File: src/rtl/cache_refill.sv
// cache_refill: line-refill engine behind the cache controller FSM.
// On a miss it reads one cache line from memory over a req/ack handshake,
// critical word first, and writes every returned word into the cache data array.
// Optional writeback of a dirty victim line is enabled by defining CACHE_REFILL_WB_EN.
//
// Ports:
//   clock, reset        sole clock; synchronous active-high reset
//   start               miss request, sampled only when idle
//   miss_addr           byte address of the missing word (latched on start)
//   dirty, victim_addr  victim line state/address (latched on start; writeback build only)
//   line_rdata          cache array read data for line_idx (writeback build only)
//   busy, done          engine active / one-cycle completion pulse
//   first_word          one-cycle pulse with the first refill write strobe
//   mem_req/we/addr/wdata, mem_rdata, mem_ack   memory handshake
//   line_we/idx/wdata   cache array write port
module cache_refill #(
   parameter int unsigned ADDR_W     = 32,
   parameter int unsigned DATA_W     = 32,
   parameter int unsigned LINE_WORDS = 4,
   localparam int unsigned OFF_W     = $clog2(LINE_WORDS)
) (
   input  logic              clock,
   input  logic              reset,
   input  logic              start,
   input  logic [ADDR_W-1:0] miss_addr,
   input  logic              dirty,
   input  logic [ADDR_W-1:0] victim_addr,
   input  logic [DATA_W-1:0] line_rdata,
   output logic              busy,
   output logic              done,
   output logic              first_word,
   output logic              mem_req,
   output logic              mem_we,
   output logic [ADDR_W-1:0] mem_addr,
   output logic [DATA_W-1:0] mem_wdata,
   input  logic [DATA_W-1:0] mem_rdata,
   input  logic              mem_ack,
   output logic              line_we,
   output logic [OFF_W-1:0]  line_idx,
   output logic [DATA_W-1:0] line_wdata
);

   localparam int unsigned BASE_W = ADDR_W - OFF_W - 2;
   localparam logic [OFF_W:0] LastCnt = (OFF_W + 1)'(LINE_WORDS - 1);

   typedef enum logic [1:0] {StIdle, StEvict, StFill, StDone} state_e;

   state_e              state_q, state_d;
   logic [OFF_W:0]      cnt_q, cnt_d;
   logic [OFF_W-1:0]    off_q, off_d;
   logic [BASE_W-1:0]   base_q, base_d;
   logic [OFF_W-1:0]    fill_idx;
   logic                cnt_last;

   // Critical-word-first order: wraps inside the line, never carries into base.
   assign fill_idx   = off_q + cnt_q[OFF_W-1:0];
   assign cnt_last   = (cnt_q == LastCnt);
   assign line_wdata = mem_rdata;

`ifdef CACHE_REFILL_WB_EN
   logic [BASE_W-1:0] vbase_q, vbase_d;
   logic              unused_bits;
   assign unused_bits = ^{miss_addr[1:0], victim_addr[OFF_W+1:0]};
`else
   logic              unused_bits;
   assign unused_bits = ^{miss_addr[1:0], dirty, victim_addr, line_rdata};
`endif

   always_ff @(posedge clock) begin
      if (reset) begin
         state_q <= StIdle;
         cnt_q   <= '0;
         off_q   <= '0;
         base_q  <= '0;
`ifdef CACHE_REFILL_WB_EN
         vbase_q <= '0;
`endif
      end else begin
         state_q <= state_d;
         cnt_q   <= cnt_d;
         off_q   <= off_d;
         base_q  <= base_d;
`ifdef CACHE_REFILL_WB_EN
         vbase_q <= vbase_d;
`endif
      end
   end

   always_comb begin
      state_d    = state_q;
      cnt_d      = cnt_q;
      off_d      = off_q;
      base_d     = base_q;
`ifdef CACHE_REFILL_WB_EN
      vbase_d    = vbase_q;
`endif
      busy       = 1'b0;
      done       = 1'b0;
      first_word = 1'b0;
      mem_req    = 1'b0;
      mem_we     = 1'b0;
      mem_addr   = '0;
      mem_wdata  = '0;
      line_we    = 1'b0;
      line_idx   = '0;

      case (state_q)
         StIdle: begin
            if (start) begin
               base_d = miss_addr[ADDR_W-1:OFF_W+2];
               off_d  = miss_addr[OFF_W+1:2];
               cnt_d  = '0;
`ifdef CACHE_REFILL_WB_EN
               vbase_d = victim_addr[ADDR_W-1:OFF_W+2];
               state_d = dirty ? StEvict : StFill;
`else
               state_d = StFill;
`endif
            end
         end
`ifdef CACHE_REFILL_WB_EN
         StEvict: begin
            busy      = 1'b1;
            mem_req   = 1'b1;
            mem_we    = 1'b1;
            mem_addr  = {vbase_q, cnt_q[OFF_W-1:0], 2'b00};
            line_idx  = cnt_q[OFF_W-1:0];
            mem_wdata = line_rdata;
            if (mem_ack) begin
               if (cnt_last) begin
                  cnt_d   = '0;
                  state_d = StFill;
               end else begin
                  cnt_d = cnt_q + 1'b1;
               end
            end
         end
`endif
         StFill: begin
            busy       = 1'b1;
            mem_req    = 1'b1;
            mem_addr   = {base_q, fill_idx, 2'b00};
            line_idx   = fill_idx;
            line_we    = mem_ack;
            first_word = mem_ack && (cnt_q == '0);
            if (mem_ack) begin
               if (cnt_last) begin
                  cnt_d   = '0;
                  state_d = StDone;
               end else begin
                  cnt_d = cnt_q + 1'b1;
               end
            end
         end
         StDone: begin
            busy    = 1'b1;
            done    = 1'b1;
            state_d = StIdle;
         end
         default: begin
            state_d = StIdle;
         end
      endcase
   end

endmodule
File: config.mk
export PLATFORM = sky130hd
export DESIGN_NAME = cache_refill
export DESIGN_NICKNAME = d
export VERILOG_FILES = /design/src/rtl/cache_refill.sv
export SDC_FILE = /design/constraint.sdc
export NUM_CORES = 1
export LEC_CHECK = 0
export BUFFER_PORTS_ARGS = -buffer_cell sky130_fd_sc_hd__clkbuf_2
export CAP_MARGIN = 20
export CELL_PAD_IN_SITES_DETAIL_PLACEMENT = 1
export CELL_PAD_IN_SITES_GLOBAL_PLACEMENT = 1
export CORE_ASPECT_RATIO = 1.2
export CORE_MARGIN = 5
export CORE_UTILIZATION = 21
export CTS_BUF_LIST = sky130_fd_sc_hd__clkbuf_2
export DETAILED_ROUTE_END_ITERATION = 8
export PLACE_DENSITY_LB_ADDON = 0.25
export SETUP_SLACK_MARGIN = 0.02
export SYNTH_ARGS = -nofsm -noshare
export SYNTH_HDL_FRONTEND = slang
export SYNTH_SLANG_ARGS = --single-unit
File: constraint.sdc
create_clock -name clock -period 1.7 [get_ports clock]
set_clock_uncertainty 0.1 [all_clocks]
set_input_delay 0.34 -clock clock [delete_from_list [all_inputs] [get_ports clock]]
set_output_delay 0.34 -clock clock [all_outputs]
set_load 0.1 [all_outputs]
==> metrics, run 1 <==
vias in the first global route=1785; failing checks=setup timing; Pwr Density=a little over 700 nW/um2; final period demand of the worst path=approximately 2000 ps; Seq cells post-synth=35; clock latency at the later pin of the worst-skew pair=between 300 and 400 ps; CTS sink count=35; area of the core=roughly 9500 um2; RR Startpoint=state_q[0]$_SDFFE_PP0P_; worst setup margin=-305 ps; Worst setup SP type=register; area leader, netlist=dfxtp_1; syn_area_per_cell=7.67 um2; Die Y=118 um; status=complete, but fails checks; Final setup viols=35; first-pass GRT wire length=9140 um; total CTS buffers=5; hold endpoint=state_q[0]$_SDFFE_PP0P_; Rows=39; Critical Path Most Common Cell=buf_12; Vias/cell=3.81; dpl hpwl=just over 4000 um; RSZ-0062 raised after global routing=true; Post-Syn Instances=~270; Max FO, Critical Path=7; crit-path cells=nand2b_4 > inv_4 > buf_12 > buf_12 > and2_4 > buf_12; Initial Util=0.215; f_max=roughly 500 MHz; drt total wl=roughly 5800 um; crit-path max cell delay=approximately 400 ps; total gr overflow=0; commonest non-fill, non-tap cell in the layout=nand2_1; antenna violations before repair=1; synth warn=0; largest net degree at the start of global routing=20; Bufs and invs on worst path=4; Starting DRT DRC Count=73; commonest cells after routing, fill and taps aside=nand2_1 (60), clkbuf_2 (39), buf_12 (39); MaxCap Viol Count=0; First-pass DRT Iterations=4; GPL Wtd Cong=between 0.7 and 0.8; WL/cell=13.1 um; Peak supply drop=approximately 0.22 mV; static leakage=1.35 nW; placed cell count=420; endpoints failing hold=0; cell family with most CP delay=buffers and inverters; worst hold path type=input pin to register; Post-Synthesis Cell Area=slightly above 2000 um2; Final Max Tran Viols=0; remaining antenna violation count=0; Hold Crit Depth=2; Via Count=between 1500 and 2000; critical path type=register to output port; Distinct cells, synth=25; Design Power=between 2 and 2.5 mW; DRC viols=0; Top-Level Pins=237; internal reg-to-reg setup slack=110 ps; Die X=~100 um; post-synthesis sequential area ratio=0.342; # nets final=approximately 450; share of the synthesized area in the top cell type=0.342; final non-filler cell total=about 440; Layout area overhead=50.5%; Die ar.=about 12000 um2; slowest CP cell=dfxtp_4; htree depth=2; port bufs=70; worst r2r dst=cnt_q[2]$_SDFFE_PP0P_; GRT Overall Usage=0.0981; min-delay src=reset; hold buffer count at cts=0; Fillers=about 1100; CTS root buf=clkbuf_2; clk slew on worst S/H paths=between 150 and 200 ps; layout cell share with drive strength beyond 1=0.440; WP data required=about 1300 ps; cell count of the worst reg-to-reg path=6; Tcrit/Tclk final=1.18; CTS tree=done; worst-case clock buffer depth=2; top cells by area, synth=dfxtp_1 (34%), buf_4 (25%), nand2_1 (11%); Data arrival, critical path=~1600 ps; Setup crit end kind=output port
[stage by stage]
stage	util	worst slack, ps	hold slack, ps	instance area (um2)	TNS [ps]
CTS	0.319	-365	8.27	3040	-11370
finish	0.324	-305	47.6	3080	-9360
global route	0.324	-414	0.912	3080	-13040
global placement	0.296	65.5	303	2820	0
floorplan	-	-316	292	2330	-767
detailed placement	0.296	63.8	308	2820	0
[routing by layer]
| metal | part of all wire | GRT usage |
|---|---|---|
| met5 | 0 | 0 |
| met1 | 0.40 | 0.111 |
| met4 | 0.037 | 0.0573 |
| met3 | 0.073 | 0.0224 |
| met2 | 0.49 | 0.166 |
[logic make-up after synthesis]
kind of cell,share of synthesized area
AOI/OAI and AO/OA,0.0867
and+or+nand+nor,0.239
DFF,0.342
adders and majority gates,0.0183
other,0.00183
xor gates and xnor gates,0.00855
buffers and inverters,0.303
[power by group]
group / internal (mW) / switching [mW]
sequential: 0.862 / 0.0253
combinational: 0.265 / 0.706
clock: 0.0994 / 0.284
total: 1.23 / 1.02
[area by class of cell]
type	count	area, um2	area share
Timing Repair Buffer	93	1180	0.384
Multi-Input combinational cell	177	967	0.314
Sequential cell	35	713	0.231
Tap cell	123	154	0.0499
Clock buffer	6	30.0	0.00974
Inverter	5	25.0	0.00812
Clock inverter	2	7.51	0.00244
Antenna cell	1	2.50	0.000812
[cell usage after synthesis, drive strengths merged]
cell type	number
nor4b	1
inv	5
conb	1
or3b	1
nor3	2
nor2	2
nand3b	1
clkbuf	8
nand2b	1
xor2	1
and3	1
a2bb2oi	1
buf	76
and2	30
xnor2	1
ha	3
nand2	60
a211o	1
a21oi	32
dfxtp	35
nor3b	1
nand3	3
[worst max path at each step]
stage / cells after the start / end / startpoint / slack, ps
2_1_floorplan: 5 / mem_addr[3] / cnt_q[0]$_SDFFE_PP0P_ / -320
3_3_place_gp: 5 / mem_addr[2] / state_q[0]$_SDFFE_PP0P_ / 70
3_5_place_dp: 5 / mem_addr[2] / state_q[0]$_SDFFE_PP0P_ / 60
4_1_cts: 5 / first_word / state_q[0]$_SDFFE_PP0P_ / -360
5_1_grt: 6 / mem_addr[2] / state_q[0]$_SDFFE_PP0P_ / -410
6_report: 6 / mem_addr[2] / state_q[0]$_SDFFE_PP0P_ / -300
[state kept, by name (all words and copies together), names as in the netlist]
name,cells
base_q,28
cnt_q,3
off_q,2
state_q,2
[timing repair]
item | 4_1_cts | 5_1_grt
resized for setup | 10 | 5
endpoints found under the setup margin | 35 | 36
pin swaps | 12 | 12
buffers inserted | 7 | 3
cloned | 3 | 0
(Power assumes the default switching activity.)
==> run 2: changes to the inputs <==
--- a/config.mk
+++ b/config.mk
@@ -19,3 +19,4 @@
 export SYNTH_ARGS = -nofsm -noshare
 export SYNTH_HDL_FRONTEND = slang
 export SYNTH_SLANG_ARGS = --single-unit
+export TNS_END_PERCENT = 20
==> run 2 against run 1 <==
- the flow still finishes with violations (setup timing)
- wire length decreased by 4.1%
- critical path depth shrank 1
- non-clock buffer count is 7 lower
- combinational power fell by 2.7%
- final cell count fell by 1.8%
- first-iteration DRC count decreased by 49%
- register-to-register slack improved by 70 ps
- hold slack improved by 24 ps
- critical endpoint is now line_idx[1]
- largest cell class unchanged
- highest routed layer unchanged
==> metrics, run 2 (same netlist as run 1, synthesis figures left out) <==
Data arrival, critical path=1520 ps (was 1560 ps); post-route cell area=3010 um2 (was 3080 um2); RSZ-0062 raised after global routing=true (unchanged); First-pass DRT Iterations=2 (was 4); Initial Util=0.215 (unchanged); commonest non-fill, non-tap cell in the layout=nand2_1 (unchanged); max reg flops=28 (unchanged); worst r2r dst=cnt_q[2]$_SDFFE_PP0P_ (unchanged); GPL Wtd Cong=0.671 (was 0.723); Die ar.=11800 um2 (unchanged); Starting DRT DRC Count=37 (was 73); Final Max Tran Viols=0 (unchanged); first-pass GRT wire length=8190 um (was 9140 um); Die Y=118 um (unchanged); WP data required=1260 ps (about the same); Top-Level Pins=237 (unchanged); Final setup viols=34 (was 35); endpoints failing hold=0 (unchanged); Worst setup SP type=register (unchanged); area of the core=9520 um2 (unchanged); worst hold path type=input pin to register (unchanged); Storage cell area=711 um2 (was 713 um2); Die X=100 um (unchanged); remaining antenna violation count=0 (unchanged); clock latency at the later pin of the worst-skew pair=340 ps (was 360 ps); status=complete, but fails checks (unchanged); f_max=510 MHz (was 499 MHz); pre-CTS setup slack=84.8 ps (was 63.8 ps); Peak supply drop=0.295 mV (was 0.224 mV); GRT Overall Usage=0.0871 (was 0.0981); critical path type=register to output port (unchanged); largest registers=base_q (28), cnt_q (3) (unchanged); Hold Crit Depth=3 (was 2); layout cell share with drive strength beyond 1=0.428 (was 0.440); Design Power=2.21 mW (was 2.24 mW); internal reg-to-reg setup slack=180 ps (was 110 ps); worst-case clock buffer depth=2 (unchanged); Via Count=1664 (was 1683); Biggest register=base_q (unchanged); Layout area overhead=47.1% (was 50.5%); worst setup margin=-262 ps (was -305 ps); Setup crit end kind=output port (unchanged); vias in the first global route=1648 (was 1785); total CTS buffers=5 (unchanged); total gr overflow=0 (unchanged); port bufs=70 (unchanged); Fillers=1143 (was 1128); Post-Place Cell Area=2830 um2 (was 2820 um2); CTS sink count=35 (unchanged); Pwr Density=733 nW/um2 (was 728 nW/um2); WL/cell=12.8 um (was 13.1 um); htree depth=2 (unchanged); Critical Path Source=cnt_q[0]$_SDFFE_PP0P_ (was state_q[0]$_SDFFE_PP0P_); static leakage=1.30 nW (was 1.35 nW); antenna violations before repair=0 (was 1); Antenna diodes=0 (was 1); Tcrit/Tclk final=1.15 (was 1.18); Rows=39 (unchanged); drt total wl=5540 um (was 5780 um); final core utilization=0.317 (was 0.324); CTS root buf=clkbuf_2 (unchanged); largest net degree at the start of global routing=25 (was 20); MaxCap Viol Count=0 (unchanged); cell count of the worst reg-to-reg path=5 (was 6); Vias/cell=3.83 (was 3.81); failing checks=setup timing (unchanged); clk slew on worst S/H paths=190 ps (about the same); Multi-input gate area=982 um2 (was 967 um2); commonest cells after routing, fill and taps aside=nand2_1 (60), clkbuf_2 (39), buf_12 (39) (unchanged); Max FO, Critical Path=2 (was 7); worst setup path end=line_idx[1] (was mem_addr[2]); dpl hpwl=4010 um (was 4160 um); CTS tree=done (unchanged); RR Startpoint=state_q[0]$_SDFFE_PP0P_ (unchanged); # nets final=446 (was 453); DRC viols=0 (unchanged); final period demand of the worst path=1960 ps (was 2000 ps)
-- run 2: worst min path at each step --
stage	end	slack [ps]	startpoint
2_1_floorplan	state_q[0]$_SDFFE_PP0P_	300	cnt_q[2]$_SDFFE_PP0P_
3_3_place_gp	state_q[0]$_SDFFE_PP0P_	300	cnt_q[2]$_SDFFE_PP0P_
3_5_place_dp	state_q[0]$_SDFFE_PP0P_	320	cnt_q[2]$_SDFFE_PP0P_
4_1_cts	base_q[21]$_SDFFE_PP0P_	10	miss_addr[25]
5_1_grt	base_q[4]$_SDFFE_PP0P_	0.8	miss_addr[8]
6_report	base_q[18]$_SDFFE_PP0P_	70	miss_addr[22]
-- run 2: what timing repair did --
item                                    in CTS  in global routing
cloned                                       0                  2
gates resized for setup                     10                 23
endpoints found under the setup margin      36                 36
buffers inserted                             1                  0
hold buffers                                 0                  2
pin swaps                                    3                 24
endpoints found under the hold margin        0                  2
-- run 2: metal layers --
metal,share of wire,global-route usage
met1,0.39,0.0985
met5,0,0
met4,0.028,0.0430
met2,0.50,0.145
met3,0.083,0.0289
-- run 2: final cells by class --
type	instances	area share
timing repair buffer	86	0.365
tap	123	0.0511
clock buffer	6	0.00997
sequential	35	0.236
inverter	5	0.00997
clock inverter	2	0.00249
multi-input combinational	177	0.326
-- run 2: report_power, final --
group	leakage [nW]	internal (mW)	total, mW	switching, mW
logic	0.986	0.245	0.945	0.700
clock network	0.0281	0.0995	0.374	0.274
registers	0.289	0.864	0.888	0.0247
-- run 2: critical path: stages (launching register included) --
cell and delay [ps]:
dfxtp_4 390, ha_4 150, xor2_2 150, xnor2_2 150, nor2_4 150, buf_12 190
-- run 2: stage by stage --
step | TNS (ps) | cells | hold slack (ps)
after floorplan | -2340 | 301 | 300
after global placement | 0 | 421 | 304
after detailed placement | 0 | 421 | 319
after CTS | -9160 | 430 | 11.9
after global routing | -9680 | 434 | 0.839
final | -5490 | 434 | 71.7
==> run 3: changes to the inputs <==
--- a/config.mk
+++ b/config.mk
@@ -9,14 +9,15 @@
 export CAP_MARGIN = 20
 export CELL_PAD_IN_SITES_DETAIL_PLACEMENT = 1
 export CELL_PAD_IN_SITES_GLOBAL_PLACEMENT = 1
-export CORE_ASPECT_RATIO = 1.2
+export CORE_ASPECT_RATIO = 0.8
 export CORE_MARGIN = 5
 export CORE_UTILIZATION = 21
 export CTS_BUF_LIST = sky130_fd_sc_hd__clkbuf_2
 export DETAILED_ROUTE_END_ITERATION = 8
 export PLACE_DENSITY_LB_ADDON = 0.25
 export SETUP_SLACK_MARGIN = 0.02
+export SLEW_MARGIN = 20
 export SYNTH_ARGS = -nofsm -noshare
 export SYNTH_HDL_FRONTEND = slang
 export SYNTH_SLANG_ARGS = --single-unit
-export TNS_END_PERCENT = 20
+export TNS_END_PERCENT = 5
==> run 3 against run 2 <==
- the run still ends with setup timing left
- cell area down 3.2%
- wire length down 2.0%
- combinational power down 3.7%
- setup slack worse by 64 ps
- final cell count down 1.8%
- critical path type unchanged
- highest routed layer unchanged
==> metrics, run 3 (same netlist as run 1, synthesis figures left out) <==
dpl hpwl=4050 um (was 4010 um); clk slew on worst S/H paths=200 ps (was 190 ps); worst setup margin=-326 ps (was -262 ps); Max FO, Critical Path=2 (unchanged); Die X=120 um (was 100 um); endpoints failing hold=0 (unchanged); status=complete, but fails checks (unchanged); Switch Pwr=1.01 mW (was 1.00 mW); layout cell share with drive strength beyond 1=0.425 (was 0.428); worst hold path type=input pin to register (unchanged); static leakage=1.27 nW (was 1.30 nW); DRC viols=0 (unchanged); internal reg-to-reg setup slack=190 ps (was 180 ps); largest registers=base_q (28), cnt_q (3) (unchanged); Final Max Tran Viols=0 (unchanged); worst r2r dst=cnt_q[2]$_SDFFE_PP0P_ (unchanged); Tcrit/Tclk final=1.19 (was 1.15); commonest cells after routing, fill and taps aside=nand2_1 (60), clkbuf_2 (39), buf_12 (39) (unchanged); final period demand of the worst path=2030 ps (was 1960 ps); Multi-input gate area=943 um2 (was 982 um2); pre-CTS setup slack=34.4 ps (was 84.8 ps); max reg flops=28 (unchanged); total CTS buffers=5 (unchanged); Storage cell area=711 um2 (unchanged); CTS tree=done (unchanged); GPL Wtd Cong=0.675 (was 0.671); Clk pwr share=0.234 (was 0.169); crit-path cells=ha_4 > xor2_1 > xnor2_1 > nor2_4 > buf_12 (was ha_4 > xor2_2 > xnor2_2 > nor2_4 > buf_12); WP data required=1260 ps (about the same); f_max=493 MHz (was 510 MHz); hold endpoint=base_q[16]$_SDFFE_PP0P_ (was base_q[18]$_SDFFE_PP0P_); worst-case clock buffer depth=2 (unchanged); remaining antenna violation count=0 (unchanged); antenna violations before repair=0 (unchanged); Pint=1.33 mW (was 1.21 mW); RR Startpoint=state_q[1]$_SDFFE_PP0P_ (was state_q[0]$_SDFFE_PP0P_); switching share of power=0.432 (was 0.453); clock latency at the later pin of the worst-skew pair=370 ps (was 340 ps); vias in the first global route=1713 (was 1648); Initial Util=0.214 (was 0.215); Flop pwr share=0.378 (was 0.402); GRT Overall Usage=0.0905 (was 0.0871); CTS sink count=35 (unchanged); final core utilization=0.305 (was 0.317); MaxCap Viol Count=0 (unchanged); Hold Crit Depth=3 (unchanged); Data arrival, critical path=1590 ps (was 1520 ps); Design Power=2.34 mW (was 2.21 mW); Post-Route Setup TNS=-7630 ps (was -5490 ps); slowest CP cell=dfxtp_4 (unchanged); Final setup viols=34 (unchanged); hold buffer count at cts=0 (unchanged); port bufs=70 (unchanged); # nets final=442 (was 446); Top-Level Pins=237 (unchanged); Peak supply drop=0.279 mV (was 0.295 mV); commonest non-fill, non-tap cell in the layout=nand2_1 (unchanged); CTS root buf=clkbuf_2 (unchanged); drt total wl=5430 um (was 5540 um); failing checks=setup timing (unchanged); area of the core=9570 um2 (was 9520 um2); RSZ-0062 raised after global routing=true (unchanged); Starting DRT DRC Count=31 (was 37); Layout area overhead=42.4% (was 47.1%); Rows=32 (was 39); Via Count=1635 (was 1664); Pwr Density=804 nW/um2 (was 733 nW/um2); First-pass DRT Iterations=4 (was 2); Bufs and invs on worst path=1 (unchanged); Setup crit end kind=output port (unchanged); crit-path max cell delay=400 ps (was 390 ps); min-delay src=miss_addr[20] (was miss_addr[22]); Worst setup SP type=register (unchanged); htree depth=2 (unchanged); Biggest register=base_q (unchanged); largest net degree at the start of global routing=32 (was 25); post-route cell area=2920 um2 (was 3010 um2); Die Y=98.3 um (was 118 um); critical path type=register to output port (unchanged); cell family with most CP delay=flip-flops (unchanged); Die ar.=11800 um2 (about the same); first-pass GRT wire length=8600 um (was 8190 um); total gr overflow=0 (unchanged); Fillers=1115 (was 1143); Gate power share=0.388 (was 0.428); Vias/cell=3.84 (was 3.83); WL/cell=12.7 um (was 12.8 um); Post-Place Cell Area=2820 um2 (was 2830 um2); cell count of the worst reg-to-reg path=5 (unchanged)
[run 3: metal layers]
| metal | global-route usage | part of all wire | vias up |
|---|---|---|---|
| met5 | 0 | 0 | - |
| met4 | 0.0209 | 0.0079 | 0 |
| met3 | 0.0388 | 0.085 | 9 |
| met2 | 0.149 | 0.47 | 80 |
| met1 | 0.109 | 0.44 | 741 |
| li1 | - | - | 805 |
[run 3: cell type report]
| type | instances | share of cell area |
|---|---|---|
| sequential | 35 | 0.244 |
| clock inverter | 1 | 0.0103 |
| timing repair buffer | 82 | 0.353 |
| multi-input combinational | 177 | 0.323 |
| inverter | 5 | 0.00772 |
| clock buffer | 6 | 0.0103 |
| tap | 119 | 0.0511 |
| antenna | 1 | 0.000858 |
[run 3: how the worst max path moves through the flow]
| stage | startpoint | to | cells past startpoint |
|---|---|---|---|
| after CTS | off_q[0]$_SDFFE_PP0P_ | mem_addr[3] | 5 |
| after global routing | off_q[0]$_SDFFE_PP0P_ | mem_addr[3] | 5 |
| after global placement | off_q[0]$_SDFFE_PP0P_ | line_idx[1] | 5 |
| after floorplan | cnt_q[0]$_SDFFE_PP0P_ | mem_addr[3] | 5 |
| after detailed placement | off_q[0]$_SDFFE_PP0P_ | mem_addr[3] | 5 |
| final | cnt_q[0]$_SDFFE_PP0P_ | mem_addr[3] | 5 |
[run 3: power by group through the flow]
stage | Combinational, mW | Sequential, mW | Clock [mW]
final | 0.910 | 0.886 | 0.548
after floorplan | 1.11 | 0.900 | 0
after global routing | 0.954 | 0.893 | 0.607
after global placement | 0.906 | 0.902 | 0
after detailed placement | 0.913 | 0.905 | 0
after CTS | 0.918 | 0.887 | 0.584
[run 3: per-stage QoR]
step	std cells	hold WS (ps)
2_1_floorplan	301	300
3_3_place_gp	417	324
3_5_place_dp	417	337
4_1_cts	425	6.42
5_1_grt	425	10.5
6_report	426	54.7
[run 3: repair_timing]
action / 4_1_cts / 5_1_grt
setup endpoints to repair: 36 / 36
buffers inserted: 1 / 0
pin swaps: 5 / 8
gates resized for setup: 5 / 4
[run 3: worst register-to-register path: stages (launching register included)]
cell and delay, ps:
dfxtp_4 400, buf_6 130, or3b_1 360, buf_4 220
a2bb2oi_1 150, nor3_1 60
